### src/rtl/shift_l_sequencer_if.sv
// Handshake and data bundle between a sequencer requester and shift_l_sequencer.
// The master drives load/shift controls; the slave returns register state and strobes.
interface shift_l_sequencer_if;
   logic       start;
   logic [3:0] din;
   logic [2:0] n_shift;
   logic       sin;
   logic [3:0] q;
   logic       sout;
   logic       sl;
   logic       busy;
   logic       done;

   modport master (
      output start, din, n_shift, sin,
      input  q, sout, sl, busy, done
   );

   modport slave (
      input  start, din, n_shift, sin,
      output q, sout, sl, busy, done
   );
endinterface

### src/rtl/shift_l_sequencer.sv
// Loads a 4-bit value and left-shifts it n_shift times, one shift every DIV clocks,
// emitting a one-cycle sl strobe per shift and a done pulse at the end of the sequence.
module shift_l_sequencer #(
   parameter int unsigned DIV = 4
) (
   input  logic clk,
   input  logic rst_n,
   shift_l_sequencer_if.slave bus
);

   localparam logic [7:0] PRE_LAST = 8'(DIV - 1);

   typedef enum logic [1:0] {
      S_IDLE,
      S_SHIFT,
      S_DONE
   } state_t;

   state_t     state_q, state_d;
   logic [3:0] q_q, q_d;
   logic       sout_q, sout_d;
   logic       sl_q, sl_d;
   logic       busy_q, busy_d;
   logic       done_q, done_d;
   logic [7:0] pre_q, pre_d;
   logic [2:0] rem_q, rem_d;

   always_comb begin
      state_d = state_q;
      q_d     = q_q;
      sout_d  = sout_q;
      sl_d    = 1'b0;
      busy_d  = busy_q;
      done_d  = 1'b0;
      pre_d   = pre_q;
      rem_d   = rem_q;

      case (state_q)
         S_IDLE: begin
            if (bus.start) begin
               q_d    = bus.din;
               rem_d  = bus.n_shift;
               pre_d  = 8'd0;
               busy_d = 1'b1;
               if (bus.n_shift != 3'd0) begin
                  state_d = S_SHIFT;
               end else begin
                  state_d = S_DONE;
                  done_d  = 1'b1;
               end
            end
         end

         S_SHIFT: begin
            // The prescaler wraps on the shift edge, so shift k lands exactly k*DIV edges after load.
            if (pre_q == PRE_LAST) begin
               q_d    = {q_q[2:0], bus.sin};
               sout_d = q_q[3];
               sl_d   = 1'b1;
               pre_d  = 8'd0;
               rem_d  = 3'(rem_q - 3'd1);
               if (rem_q == 3'd1) begin
                  state_d = S_DONE;
                  done_d  = 1'b1;
               end
            end else begin
               pre_d = 8'(pre_q + 8'd1);
            end
         end

         S_DONE: begin
            busy_d  = 1'b0;
            state_d = S_IDLE;
         end

         default: begin
            state_d = S_IDLE;
            busy_d  = 1'b0;
         end
      endcase
   end

   always_ff @(posedge clk or negedge rst_n) begin
      if (!rst_n) begin
         state_q <= S_IDLE;
         q_q     <= 4'b0000;
         sout_q  <= 1'b0;
         sl_q    <= 1'b0;
         busy_q  <= 1'b0;
         done_q  <= 1'b0;
         pre_q   <= 8'd0;
         rem_q   <= 3'd0;
      end else begin
         state_q <= state_d;
         q_q     <= q_d;
         sout_q  <= sout_d;
         sl_q    <= sl_d;
         busy_q  <= busy_d;
         done_q  <= done_d;
         pre_q   <= pre_d;
         rem_q   <= rem_d;
      end
   end

   assign bus.q    = q_q;
   assign bus.sout = sout_q;
   assign bus.sl   = sl_q;
   assign bus.busy = busy_q;
   assign bus.done = done_q;

endmodule

### src/flat_wrapper.sv
// flat-port wrapper written by rule: the top's interface ports become plain ports
module shift_l_sequencer_flat 
#(
   parameter int unsigned DIV = 4
)
  (clk, rst_n, bus_start, bus_din, bus_n_shift, bus_sin, bus_q, bus_sout, bus_sl, bus_busy, bus_done);
  shift_l_sequencer_if bus_i ();
  input  logic clk;
  input  logic rst_n;
  input wire logic [$bits(bus_i.start)-1:0] bus_start;
  input wire logic [$bits(bus_i.din)-1:0] bus_din;
  input wire logic [$bits(bus_i.n_shift)-1:0] bus_n_shift;
  input wire logic [$bits(bus_i.sin)-1:0] bus_sin;
  output wire logic [$bits(bus_i.q)-1:0] bus_q;
  output wire logic [$bits(bus_i.sout)-1:0] bus_sout;
  output wire logic [$bits(bus_i.sl)-1:0] bus_sl;
  output wire logic [$bits(bus_i.busy)-1:0] bus_busy;
  output wire logic [$bits(bus_i.done)-1:0] bus_done;
  assign bus_i.start = bus_start;
  assign bus_i.din = bus_din;
  assign bus_i.n_shift = bus_n_shift;
  assign bus_i.sin = bus_sin;
  assign bus_q = bus_i.q;
  assign bus_sout = bus_i.sout;
  assign bus_sl = bus_i.sl;
  assign bus_busy = bus_i.busy;
  assign bus_done = bus_i.done;
  shift_l_sequencer #(.DIV(DIV)) u_core (.clk(clk), .rst_n(rst_n), .bus(bus_i));
endmodule
### config.mk
export PLATFORM = sky130hd
export DESIGN_NAME = shift_l_sequencer_flat
export DESIGN_NICKNAME = d
export VERILOG_FILES = /design/src/rtl/shift_l_sequencer_if.sv /design/src/rtl/shift_l_sequencer.sv /design/src/flat_wrapper.sv
export SDC_FILE = /design/constraint.sdc
export NUM_CORES = 1
export LEC_CHECK = 0
export BUFFER_PORTS_ARGS = -buffer_cell sky130_fd_sc_hd__buf_2
export CAP_MARGIN = 20
export CORE_UTILIZATION = 53
export DETAILED_ROUTE_END_ITERATION = 8
export PLACE_DENSITY = 0.76
export RECOVER_POWER = 25
export SYNTH_ARGS = -nofsm -noshare
export SYNTH_HDL_FRONTEND = slang
export SYNTH_SLANG_ARGS = --single-unit
### constraint.sdc
create_clock -name clk -period 1.9 [get_ports clk]
set_input_delay 0.285 -clock clk [delete_from_list [all_inputs] [get_ports clk]]
set_output_delay 0.285 -clock clk [all_outputs]
set_load 0.1 [all_outputs]
==> key figures, run 1 <==
STA
  – Final min period: around 1.7 ns
  – Slew at the pin closest to its max-slew limit: between 1 and 1.5 ns
  – Fin crit share: between 80 and 90%
  – Final Worst Setup Slack: approximately 0.19 ns
  – Worst Skew: between 0.003 and 0.004 ns
  – Pins Over Slew Limit: 0
  – TNS Setup: 0 ns
  – Fmax: between 0.5 and 0.6 GHz
  – Slew headroom: between 20% and 30%
  – Final hold vios: 0
  – Final setup violating endpoints: 0
  – RSZ-0062 raised after global routing: false

Global routing
  – Vias in the first global route: 780
  – Initial antenna violation count: 0
  – Largest net degree at the start of global routing: 22
  – Grt ovf: 0
  – First-pass GRT wire length: between 3000 and 4000 um
  – Total track usage: 24.0%

Worst setup path
  – Crit start category: flop
  – Reg2Reg Setup Slack: ~0.19 ns
  – Crit. End Element: flop
  – CP Class: flop to flop
  – Worst Path Required: approximately 2.1 ns
  – WP data arrival: between 1.5 and 2 ns
  – Crit-path max FO: 6

Place
  – DP HPWL: ~1500 um
  – Pre-CTS setup slack: approximately 0.22 ns
  – Port Buffer Count: 18
  – GP Congestion: 0.824

Route
  – WL met3: approximately 70 um
  – DR iter-0 viols: 22
  – Top sig layer: met4
  – Vias: 878
  – Remaining antenna violation count: 0
  – Final WL: around 2100 um
  – Drt drc: 0
  – Met1 WL: 1010 um
  – WL per Instance: about 13 um
  – Pre-Repair DR Iteration Count: 4
  – Number of vias per cell: 5.52
  – Met2 wire length: 1020 um

Floorplanning
  – IO Pins: 19
  – Starting Density: ~58%
  – Row count: 15
  – Die X: 46.6 um
  – DIE HEIGHT: between 40 and 50 um
  – Die area: between 2000 and 2500 um2
  – Core Footprint: approximately 1800 um2

Power
  – Design Power: approximately 1900 uW
  – Switching Fraction: between 50% and 60%
  – Pwr Density: between 1500 and 2000 nW/um2
  – Switching power: between 900 and 1000 uW
  – Sequential share of power: 40.7%
  – Pleak: 0.000606 uW
  – Share of power burned in combinational logic: about half
  – Clk network pwr share: between 10% and 20%
  – VDD IR max: 0.00122 V
  – Int Pwr: roughly 970 uW

Synth
  – Syn Area/Cell: around 9.6 um2
  – Ys Warns: 0
  – Synthesized net count: approximately 120
  – Synthesis-stage register bit count: 21
  – Syn Inst Count: 110
  – Unique cell type count in the Yosys netlist: 28
  – Seq/Total Area, Yosys: 49.9%
  – Mapped Area: around 1100 um2

Final layout
  – Share of cells above drive strength 1: between 20% and 30%
  – Area growth syn-to-layout: 16.3%
  – Nets: ~150
  – Ant. Diodes: 0
  – Fin util: 67.9%
  – Fillers: 160

Run status
  – Status: finished clean

Clock tree
  – Root buffer cell: clkbuf_4
  – Worst-path clk slew: 0.12 ns
  – CTS Buf Count: 3
  – H-tree Lvls: 1
  – Largest buffer count on any clock path: 2
  – # Post-CTS Setup Buffers: 0
  – CTS tree: yes
  – Clk Latency, worst-skew pair: 0.30 ns
  – Clock sinks: 21
  – PostCTS Resize Cnt: 0

Job
  – Max-cap violations: 0

Hold path
  – Hold WC Path Type: input port to flop
cell usage after synthesis, drive strengths merged:
library cell	count	area (um2)
dfrtp	21	526
nand2	20	77.6
a21oi	8	40.0
nor2	8	30.0
o21ai	7	35.0
nand3	6	35.0
a31oi	5	31.3
inv	5	18.8
mux2	5	56.3
nand2b	4	25.0
ha	3	37.5
nor3	3	15.0
a22o	2	17.5
a21o	1	7.51
a22oi	1	7.51
and2	1	6.26
and2b	1	7.51
and3	1	6.26
buf	1	5.00
clkbuf	1	3.75
mux2i	1	10.0
nor3b	1	7.51
nor4b	1	23.8
o211ai	1	7.51
or2	1	6.26
or3b	1	8.76
path summary, 6_finish.rpt:
check | from | endpoint | cells after the start
setup reg to reg | u_core.pre_q[0]$_DFFE_PN0P_ | u_core.bus.q[2]$_DFFE_PN0P_ | 5
max in group asynchronous | rst_n | u_core.bus.q[0]$_DFFE_PN0P_ | 2
hold / removal | bus_n_shift[2] | u_core.rem_q[2]$_DFFE_PN0P_ | 3
hold reg to reg | u_core.bus.busy$_DFFE_PN0P_ | u_core.bus.busy$_DFFE_PN0P_ | 2
min in group asynchronous | rst_n | u_core.rem_q[0]$_DFFE_PN0P_ | 2
setup / recovery | u_core.pre_q[0]$_DFFE_PN0P_ | u_core.bus.q[2]$_DFFE_PN0P_ | 5
what timing repair did:
| action | in CTS | in global routing |
|---|---|---|
| endpoints found under the hold margin | 21 | 0 |
| endpoints found under the setup margin | 0 | 0 |
| hold buffers | 1 | 0 |
stage by stage:
stage	cell area, um2	std cells	hold WS [ns]
floorplan	1050	110	-0.0106
global placement	1190	154	0.266
detailed placement	1190	154	0.265
CTS	1220	159	0.226
global route	1220	159	0.234
finish	1220	159	0.231
layer usage:
layer / track usage [%] / vias up
li1: - / 432
met1: 32.9 / 420
met2: 37.2 / 22
met3: 4.71 / 4
met4: 8.82 / 0
met5: 0 / -
layout by cell type (no fill, tap or decap):
cell type	count
dfrtp_1	21
nand2_1	19
buf_2	17
nor2_1	8
a21oi_1	8
o21ai_0	7
inv_1	5
mux2_2	5
nand3_1	5
a31oi_1	5
nand2b_1	4
nor3_1	3
ha_1	3
clkbuf_4	3
buf_4	3
a22o_1	2
and2b_1	1
nor4b_4	1
nand3_2	1
and2_1	1
nand2_2	1
mux2i_1	1
a22oi_1	1
o211ai_1	1
and3_1	1
or2_2	1
a21o_1	1
nor3b_1	1
or3b_1	1
clkinv_2	1
dlygate4sd3_1	1
clkbuf_1	1
critical path, stage by stage (launching register included):
cell,delay [ns]
dfrtp_1,0.42
ha_1,0.23
nor4b_4,0.24
nand3_2,0.16
nand2_2,0.19
mux2_2,0.36
cell families (layout without fill, tap and decap cells):
group	Yosys count	after routing	synth area share [%]
compound gates	25	25	13.9
fa+ha+maj	3	3	3.57
buf+inv	7	31	2.62
flops	21	21	49.9
mux	6	6	6.30
simple gates	48	48	23.7
flip-flops by register name (all words and copies together) (netlist names):
signal and count:
u_core.bus.q 4, u_core.bus.busy 1, u_core.bus.done 1, u_core.bus.sout 1, u_core.rem_q 3, u_core.state_q 2, u_core.bus.sl 1, u_core.pre_q 8
power groups by stage:
stage | Sequential (uW) | Combinational [uW] | Clock [uW]
global route | 813 | 1010 | 241
finish | 787 | 931 | 217
floorplan | 1170 | 370 | 0
global placement | 785 | 915 | 0
detailed placement | 791 | 932 | 0
CTS | 784 | 938 | 221
cell type report:
type                       count  area [um2]  area share, %
clock buffer                   3        22.5           1.84
tap                           25        31.3           2.56
timing repair buffer          22         121           9.92
inverter                       5        18.8           1.53
clock inverter                 1        5.00          0.409
sequential                    21         526           42.9
multi-input combinational     82         499           40.8
(Power assumes the default switching activity.)
==> run 2: changes to the inputs <==
Settings changed: ABC_AREA from default to 1, ABC_CLOCK_PERIOD_IN_PS from default to 1900, CORE_UTILIZATION 53 to 54, PLACE_DENSITY 0.76 to 0.77.
==> run 2 against run 1 <==
Global-route usage is 2.0 points lower. Clock power down 4%. Non-clock buffer count is 2 lower. Final cell count increased by 27%. Critical endpoint is now u_core.rem_q[1]$_DFFE_PN0P_. Largest power group unchanged.
==> key figures, run 2 <==
Synth
  – Syn Area/Cell: 7.47 um2 (-22%)
  – Post-synth top flop: dfrtp_1
  – Ys async rst share: 100% (unchanged)
  – Most frequent cells after synthesis: nand2_1 (58), dfrtp_1 (21), nand3_1 (19)
  – Seq/Total Area, Yosys: 45.7% (-4.3 points)
  – Synthesis-stage register bit count: 21 (unchanged)
  – Mapped Area: 1150 um2 (+9.4%)
  – Unique cell type count in the Yosys netlist: 19 (-32%)
  – Largest area contributor in the netlist: dfrtp_1
  – Area contributors post-synth: dfrtp_1 (46%), nand2_1 (19%), nand3_1 (8.3%)
  – Top-area cell type share of the netlist area: 45.7% (-4.3 points)
  – Post-synth EDFFs: 0 (unchanged)
  – Count leader, synth: nand2_1
  – Syn Inst Count: 154 (+40%)
  – Synthesized net count: 168 (+35%)
  – Ys Warns: 0 (unchanged)

Route
  – WL per Instance: 10.8 um (-19%)
  – Pre-Repair DR Iteration Count: 4 (unchanged)
  – Final WL: 2170 um (+2.4%)
  – DR iter-0 viols: 16 (-27%)
  – Remaining antenna violation count: 0 (unchanged)
  – Number of vias per cell: 4.90 (-11%)
  – Vias: 990 (+13%)
  – Drt drc: 0 (unchanged)

Final layout
  – Most flop-heavy register: u_core.pre_q
  – Fillers: 171 (+6.9%)
  – Fin util: 65.2% (-2.8 points)
  – Max reg flops: 8 (unchanged)
  – Multi-input gate area: 529 um2 (+6.0%)
  – Area growth syn-to-layout: 12.2%
  – Ant. Diodes: 0 (unchanged)
  – Nets: 190 (+28%)
  – Final Cell Area: 1290 um2 (+5.5%)
  – Final cell count without fillers: 202 (+27%)
  – Share of cells above drive strength 1: 18.3% (-6.3 points)
  – Register area: 526 um2 (unchanged)
  – Most common cell after layout, fill and taps aside: nand2_1
  – Most frequent cells in the layout: nand2_1 (58), dfrtp_1 (21), nand3_1 (19)

Floorplanning
  – Starting Density: 58.1% (-0.32 points)
  – Die area: 2320 um2 (+7.1%)
  – Core Footprint: 1980 um2 (+10%)
  – Die X: 48.2 um (+3.5%)
  – DIE HEIGHT: 48.2 um (+3.5%)
  – Row count: 16 (+1)
  – IO Pins: 19 (unchanged)

Clock tree
  – Clk Latency, worst-skew pair: 0.29 ns (about the same)
  – PostCTS Resize Cnt: 0 (unchanged)
  – H-tree Lvls: 1 (unchanged)
  – CTS Buf Count: 3 (unchanged)
  – Worst-path clk slew: 0.11 ns (about the same)
  – Largest buffer count on any clock path: 2 (unchanged)
  – Root buffer cell: clkbuf_4
  – CTS tree: yes
  – # Post-CTS Setup Buffers: 0 (unchanged)
  – Clock sinks: 21 (unchanged)

Worst setup path
  – Critical path, cell by cell: ha_1 -> nand2_1 -> nor2_1 -> nand3_2 -> nand2_1 -> nand2_1 -> nand2_1
  – Crit. End Element: flop
  – CP Class: flop to flop
  – CP max stage delay: 0.40 ns (-0.02 ns)
  – Worst path bufs/invs: 0 (unchanged)
  – Worst Path Required: 2.14 ns (+0.04 ns)
  – Crit start category: flop
  – Critical-path top delay cell: dfrtp_1
  – WP data arrival: 1.75 ns (-0.15 ns)
  – Cell mode on critical path: nand2_1
  – Crit-path max FO: 12 (+6)
  – Top delay family on crit path: simple AND/OR/NAND/NOR gates

Place
  – DP HPWL: 1710 um (+11%)
  – GP Congestion: 0.881 (+6.9%)
  – Placed instance area: 1260 um2 (+5.8%)
  – Port Buffer Count: 18 (unchanged)
  – Inst Count DP: 197 (+28%)

STA
  – Slew at the pin closest to its max-slew limit: 1.12 ns (+0.0182 ns)
  – Slew headroom: 25.3% (-1.2 points)
  – WHS: 0.271 ns (+0.0404 ns)
  – Worst Skew: 0.00179 ns (-0.00219 ns)
  – Final setup violating endpoints: 0 (unchanged)
  – RSZ-0062 raised after global routing: false
  – Final hold vios: 0 (unchanged)
  – Pins Over Slew Limit: 0 (unchanged)
  – Final min period: 1.51 ns (-0.200 ns)
  – Fin crit share: 79.3% (-11 points)
  – TNS Setup: 0 ns (unchanged)
  – Fmax: 0.664 GHz (+13%)

Global routing
  – Vias in the first global route: 829 (+6.3%)
  – Largest net degree at the start of global routing: 22 (unchanged)
  – Initial antenna violation count: 0 (unchanged)
  – Total track usage: 22.0% (-2.0 points)
  – Grt ovf: 0 (unchanged)
  – First-pass GRT wire length: 3560 um (unchanged)

Power
  – Pleak: 0.000723 uW (+19%)
  – VDD IR max: 0.00112 V (-8.2%)
  – Pwr Density: 1660 nW/um2 (+5.2%)

Run status
  – Status: finished clean

Job
  – Max-cap violations: 0 (unchanged)

Hold path
  – Hold WC Path Type: input port to flop
## run 2: cell count changes in the layout (fill, tap and decap cells not counted), moves of 3 or more
cell,previous run,this run
nand2_1,19,58
nand3_1,5,19
a21oi_1,8,0
inv_1,5,12
a31oi_1,5,0
inv_2,0,5
mux2_2,5,0
o21ai_0,7,12
nand2b_1,4,0
nor3_1,3,0
## run 2: area by class of cell
| class | count | area share, % |
|---|---|---|
| timing repair buffer | 20 | 8.24 |
| multi-input combinational | 112 | 41.0 |
| tap | 27 | 2.62 |
| sequential | 21 | 40.7 |
| inverter | 18 | 5.43 |
| clock buffer | 4 | 2.03 |
## run 2: through the flow
stage | setup slack (ns) | total power (uW)
global route | 0.222 | 2330
global placement | 0.478 | 1910
finish | 0.394 | 2150
CTS | 0.385 | 2160
detailed placement | 0.395 | 1950
floorplan | 0.627 | 1720
## run 2: worst paths after layout
check	startpoint	end	slack, ns	depth (start not counted)
hold / removal	bus_din[3]	u_core.bus.q[3]$_DFFE_PN0P_	0.27	5
setup / recovery	u_core.pre_q[1]$_DFFE_PN0P_	u_core.rem_q[1]$_DFFE_PN0P_	0.39	7
hold reg to reg	u_core.bus.sout$_DFFE_PN0P_	u_core.bus.sout$_DFFE_PN0P_	0.49	2
max in group asynchronous	rst_n	u_core.bus.sl$_DFF_PN0_	0.52	2
min in group asynchronous	rst_n	u_core.bus.busy$_DFFE_PN0P_	0.71	2
setup reg to reg	u_core.pre_q[1]$_DFFE_PN0P_	u_core.rem_q[1]$_DFFE_PN0P_	0.39	7
## run 2: cell families after synthesis
kind of cell	Yosys count	share of synthesized area, %
AND/OR/NAND/NOR	93	35.2
buffers and inverters	21	8.37
flip-flops	21	45.7
AO/OA/AOI/OAI	15	6.74
adder cells (fa/ha/maj)	3	3.26
XOR/XNOR	1	0.761
## run 2: where the power goes
group	internal, uW	switching, uW	leakage, uW
clock network	81.6	128	0.0000150
registers	631	176	0.000253
logic	294	837	0.000455
## run 2: worst min-delay path, stage by stage
cell	delay (ns)
buf_2	0.07
nand2_1	0.04
nand2_1	0.05
nand2_1	0.05
nand2_1	0.05
## run 2: timing repair
item                                    in CTS  in global routing
hold endpoints to repair                    21                  0
hold buffers                                 1                  0
endpoints found under the setup margin       0                  0
## run 2: routing by layer
| metal | global-route usage, % | share of wire [%] |
|---|---|---|
| met5 | 0 | 0 |
| met2 | 34.4 | 45 |
| met3 | 4.44 | 3.0 |
| met1 | 30.9 | 51 |
| met4 | 6.67 | 0.74 |
==> run 3: changes to the inputs <==
Settings changed: ABC_CLOCK_PERIOD_IN_PS 1900 to 1300, CORE_UTILIZATION 54 to 49, PLACE_DENSITY 0.77 to 0.74.
Clock period 1.9 ns to 1.3 ns, I/O delays scaled along.
==> run 3 against run 2 <==
Fmax grew 19%. First-iteration DRC count grew 81%. Global-route usage grew 0.50 points. Critical endpoint is now u_core.rem_q[2]$_DFFE_PN0P_.
==> key figures, run 3 (synthesized netlist as in run 2, its figures left out) <==
Run status
  – Status: finished clean

Worst setup path
  – Worst Setup SP: u_core.pre_q[0]$_DFFE_PN0P_
  – Crit start category: flop
  – FF-to-FF End: u_core.rem_q[2]$_DFFE_PN0P_
  – Crit-path max FO: 3 (-9)
  – WP data arrival: 1.47 ns (-0.28 ns)
  – CP Capture Point: u_core.rem_q[2]$_DFFE_PN0P_
  – Worst Path Required: 1.50 ns (-0.64 ns)
  – R2r startpoint: u_core.pre_q[0]$_DFFE_PN0P_
  – Reg2Reg Depth: 7 (unchanged)
  – Crit. End Element: flop
  – Reg2Reg Setup Slack: 0.03 ns (-0.36 ns)
  – CP Class: flop to flop

Floorplanning
  – Core Footprint: 2210 um2 (+12%)
  – IO Pins: 19 (unchanged)
  – Die area: 2550 um2 (+9.8%)
  – DIE HEIGHT: 50.5 um (+4.8%)
  – Die X: 50.5 um (+4.8%)
  – Row count: 17 (+1)
  – Starting Density: 52.0% (-6.0 points)

Clock tree
  – Worst-path clk slew: 0.12 ns (about the same)
  – Root buffer cell: clkbuf_4
  – Clk Latency, worst-skew pair: 0.30 ns (about the same)
  – H-tree Lvls: 1 (unchanged)
  – CTS tree: yes
  – Clock sinks: 21 (unchanged)
  – Largest buffer count on any clock path: 2 (unchanged)
  – CTS Buf Count: 3 (unchanged)

Route
  – Drt drc: 0 (unchanged)
  – Pre-Repair DR Iteration Count: 4 (unchanged)
  – WL per Instance: 11.2 um (+4.1%)
  – DR iter-0 viols: 29 (+13)
  – Final WL: 2360 um (+8.8%)
  – Number of vias per cell: 5.14 (+4.8%)
  – Vias: 1,084 (+9.5%)
  – Remaining antenna violation count: 0 (unchanged)

Final layout
  – Most flop-heavy register: u_core.pre_q
  – Most frequent cells in the layout: nand2_1 (56), dfrtp_1 (20), nand3_1 (19)
  – Most common cell after layout, fill and taps aside: nand2_1
  – Area growth syn-to-layout: 23.4%
  – Max reg flops: 8 (unchanged)
  – Share of cells above drive strength 1: 26.8% (+8.5 points)
  – Final Cell Area: 1420 um2 (+10%)
  – Ant. Diodes: 0 (unchanged)
  – Nets: 198 (+4.2%)

Place
  – GP Congestion: 0.910 (+3.3%)
  – DP HPWL: 1750 um (+2.2%)
  – Port Buffer Count: 18 (unchanged)
  – Pre-CTS setup slack: 0.0618 ns (-0.333 ns)
  – Placed instance area: 1340 um2 (+6.7%)

Power
  – Int Pwr: 1710 uW (+70%)
  – Sequential share of power: 33.4% (-4.2 points)
  – Design Power: 3480 uW (+62%)
  – Pwr Density: 2450 nW/um2 (+47%)
  – Clk network pwr share: 9.0% (-0.8 points)
  – Switching power: 1770 uW (+55%)
  – Pleak: 0.000781 uW (+8.1%)
  – VDD IR max: 0.00163 V (+45%)
  – Switching Fraction: 50.8% (-2.4 points)
  – Share of power burned in combinational logic: 57.6% (+4.9 points)

STA
  – Fin crit share: 97.5% (+18 points)
  – Slew at the pin closest to its max-slew limit: 0.505 ns (-0.616 ns)
  – Fmax: 0.789 GHz (+19%)
  – Final hold vios: 0 (unchanged)
  – WHS: 0.175 ns (-0.0967 ns)
  – Worst Skew: 0.00542 ns (+0.00363 ns)
  – Pins Over Slew Limit: 0 (unchanged)
  – Final Worst Setup Slack: 0.0325 ns (-0.362 ns)
  – Final setup violating endpoints: 0 (unchanged)
  – Final min period: 1.27 ns (-0.238 ns)
  – Slew headroom: 66.3% (+41 points)

Global routing
  – Grt ovf: 0 (unchanged)
  – Total track usage: 22.5% (+0.50 points)
  – Vias in the first global route: 1,031 (+24%)
  – Initial antenna violation count: 0 (unchanged)
  – Largest net degree at the start of global routing: 22 (unchanged)
  – First-pass GRT wire length: 4310 um (+21%)

Hold path
  – Hold WC Path Type: input port to flop

Job
  – Max-cap violations: 0 (unchanged)
-- run 3: how the worst min path moves through the flow --
stage	to	cells past startpoint	slack, ns	from
CTS	u_core.bus.q[2]$_DFFE_PN0P_	5	0.17	bus_din[2]
floorplan	u_core.bus.busy$_DFFE_PN0P_	0	-0.10	rst_n
global placement	u_core.pre_q[7]$_DFFE_PN0P_	1	0.17	rst_n
global route	u_core.bus.q[0]$_DFFE_PN0P_	5	0.17	bus_din[0]
finish	u_core.bus.q[2]$_DFFE_PN0P_	5	0.17	bus_din[2]
detailed placement	u_core.pre_q[7]$_DFFE_PN0P_	1	0.17	rst_n
-- run 3: repair_timing --
item                                    4_1_cts  5_1_grt
buffers inserted                              0        1
endpoints found under the setup margin        4       13
pin swaps                                     0        4
hold buffers                                  1        0
hold endpoints to repair                     21        0
resized for setup                             4       12
-- run 3: area by class of cell --
type / count / area (um2)
well taps: 28 / 35.0
repair buffers: 28 / 214
multi-input cells: 112 / 547
flip-flops and latches: 21 / 527
fillers: 198 / 792
clock buffers: 3 / 22.5
clock inverters: 1 / 5.00
inverters: 18 / 70.1
-- run 3: layer usage --
layer	wire length, um	GRT usage [%]	up-vias
met5	0	0	-
met4	16	11.1	0
met3	98	3.64	2
met2	1200	36.0	25
met1	1050	29.5	511
li1	-	-	546
-- run 3: per-stage QoR --
| stage | TNS [ns] | util, % | std cells |
|---|---|---|---|
| finish | 0 | 64.2 | 211 |
| global route | -0.123 | 64.2 | 211 |
| CTS | 0 | 62.7 | 210 |
| detailed placement | 0 | 60.6 | 205 |
| global placement | 0 | 60.6 | 205 |
| floorplan | 0 | - | 154 |
-- run 3: power groups by stage --
stage / registers, uW / clock network [uW] / logic (uW)
after detailed placement: 1170 / 0 / 1890
after global placement: 1150 / 0 / 1840
after global routing: 1200 / 348 / 2230
final: 1160 / 312 / 2010
after CTS: 1150 / 323 / 1930
after floorplan: 1800 / 0 / 718
-- run 3: worst max-delay path: stages (launching register included) --
cell and delay [ns]:
dfrtp_1 0.40, ha_2 0.19, nand2_1 0.07, nor2_2 0.11
nand3_2 0.11, buf_4 0.17, nand3_1 0.06, nand2_1 0.06
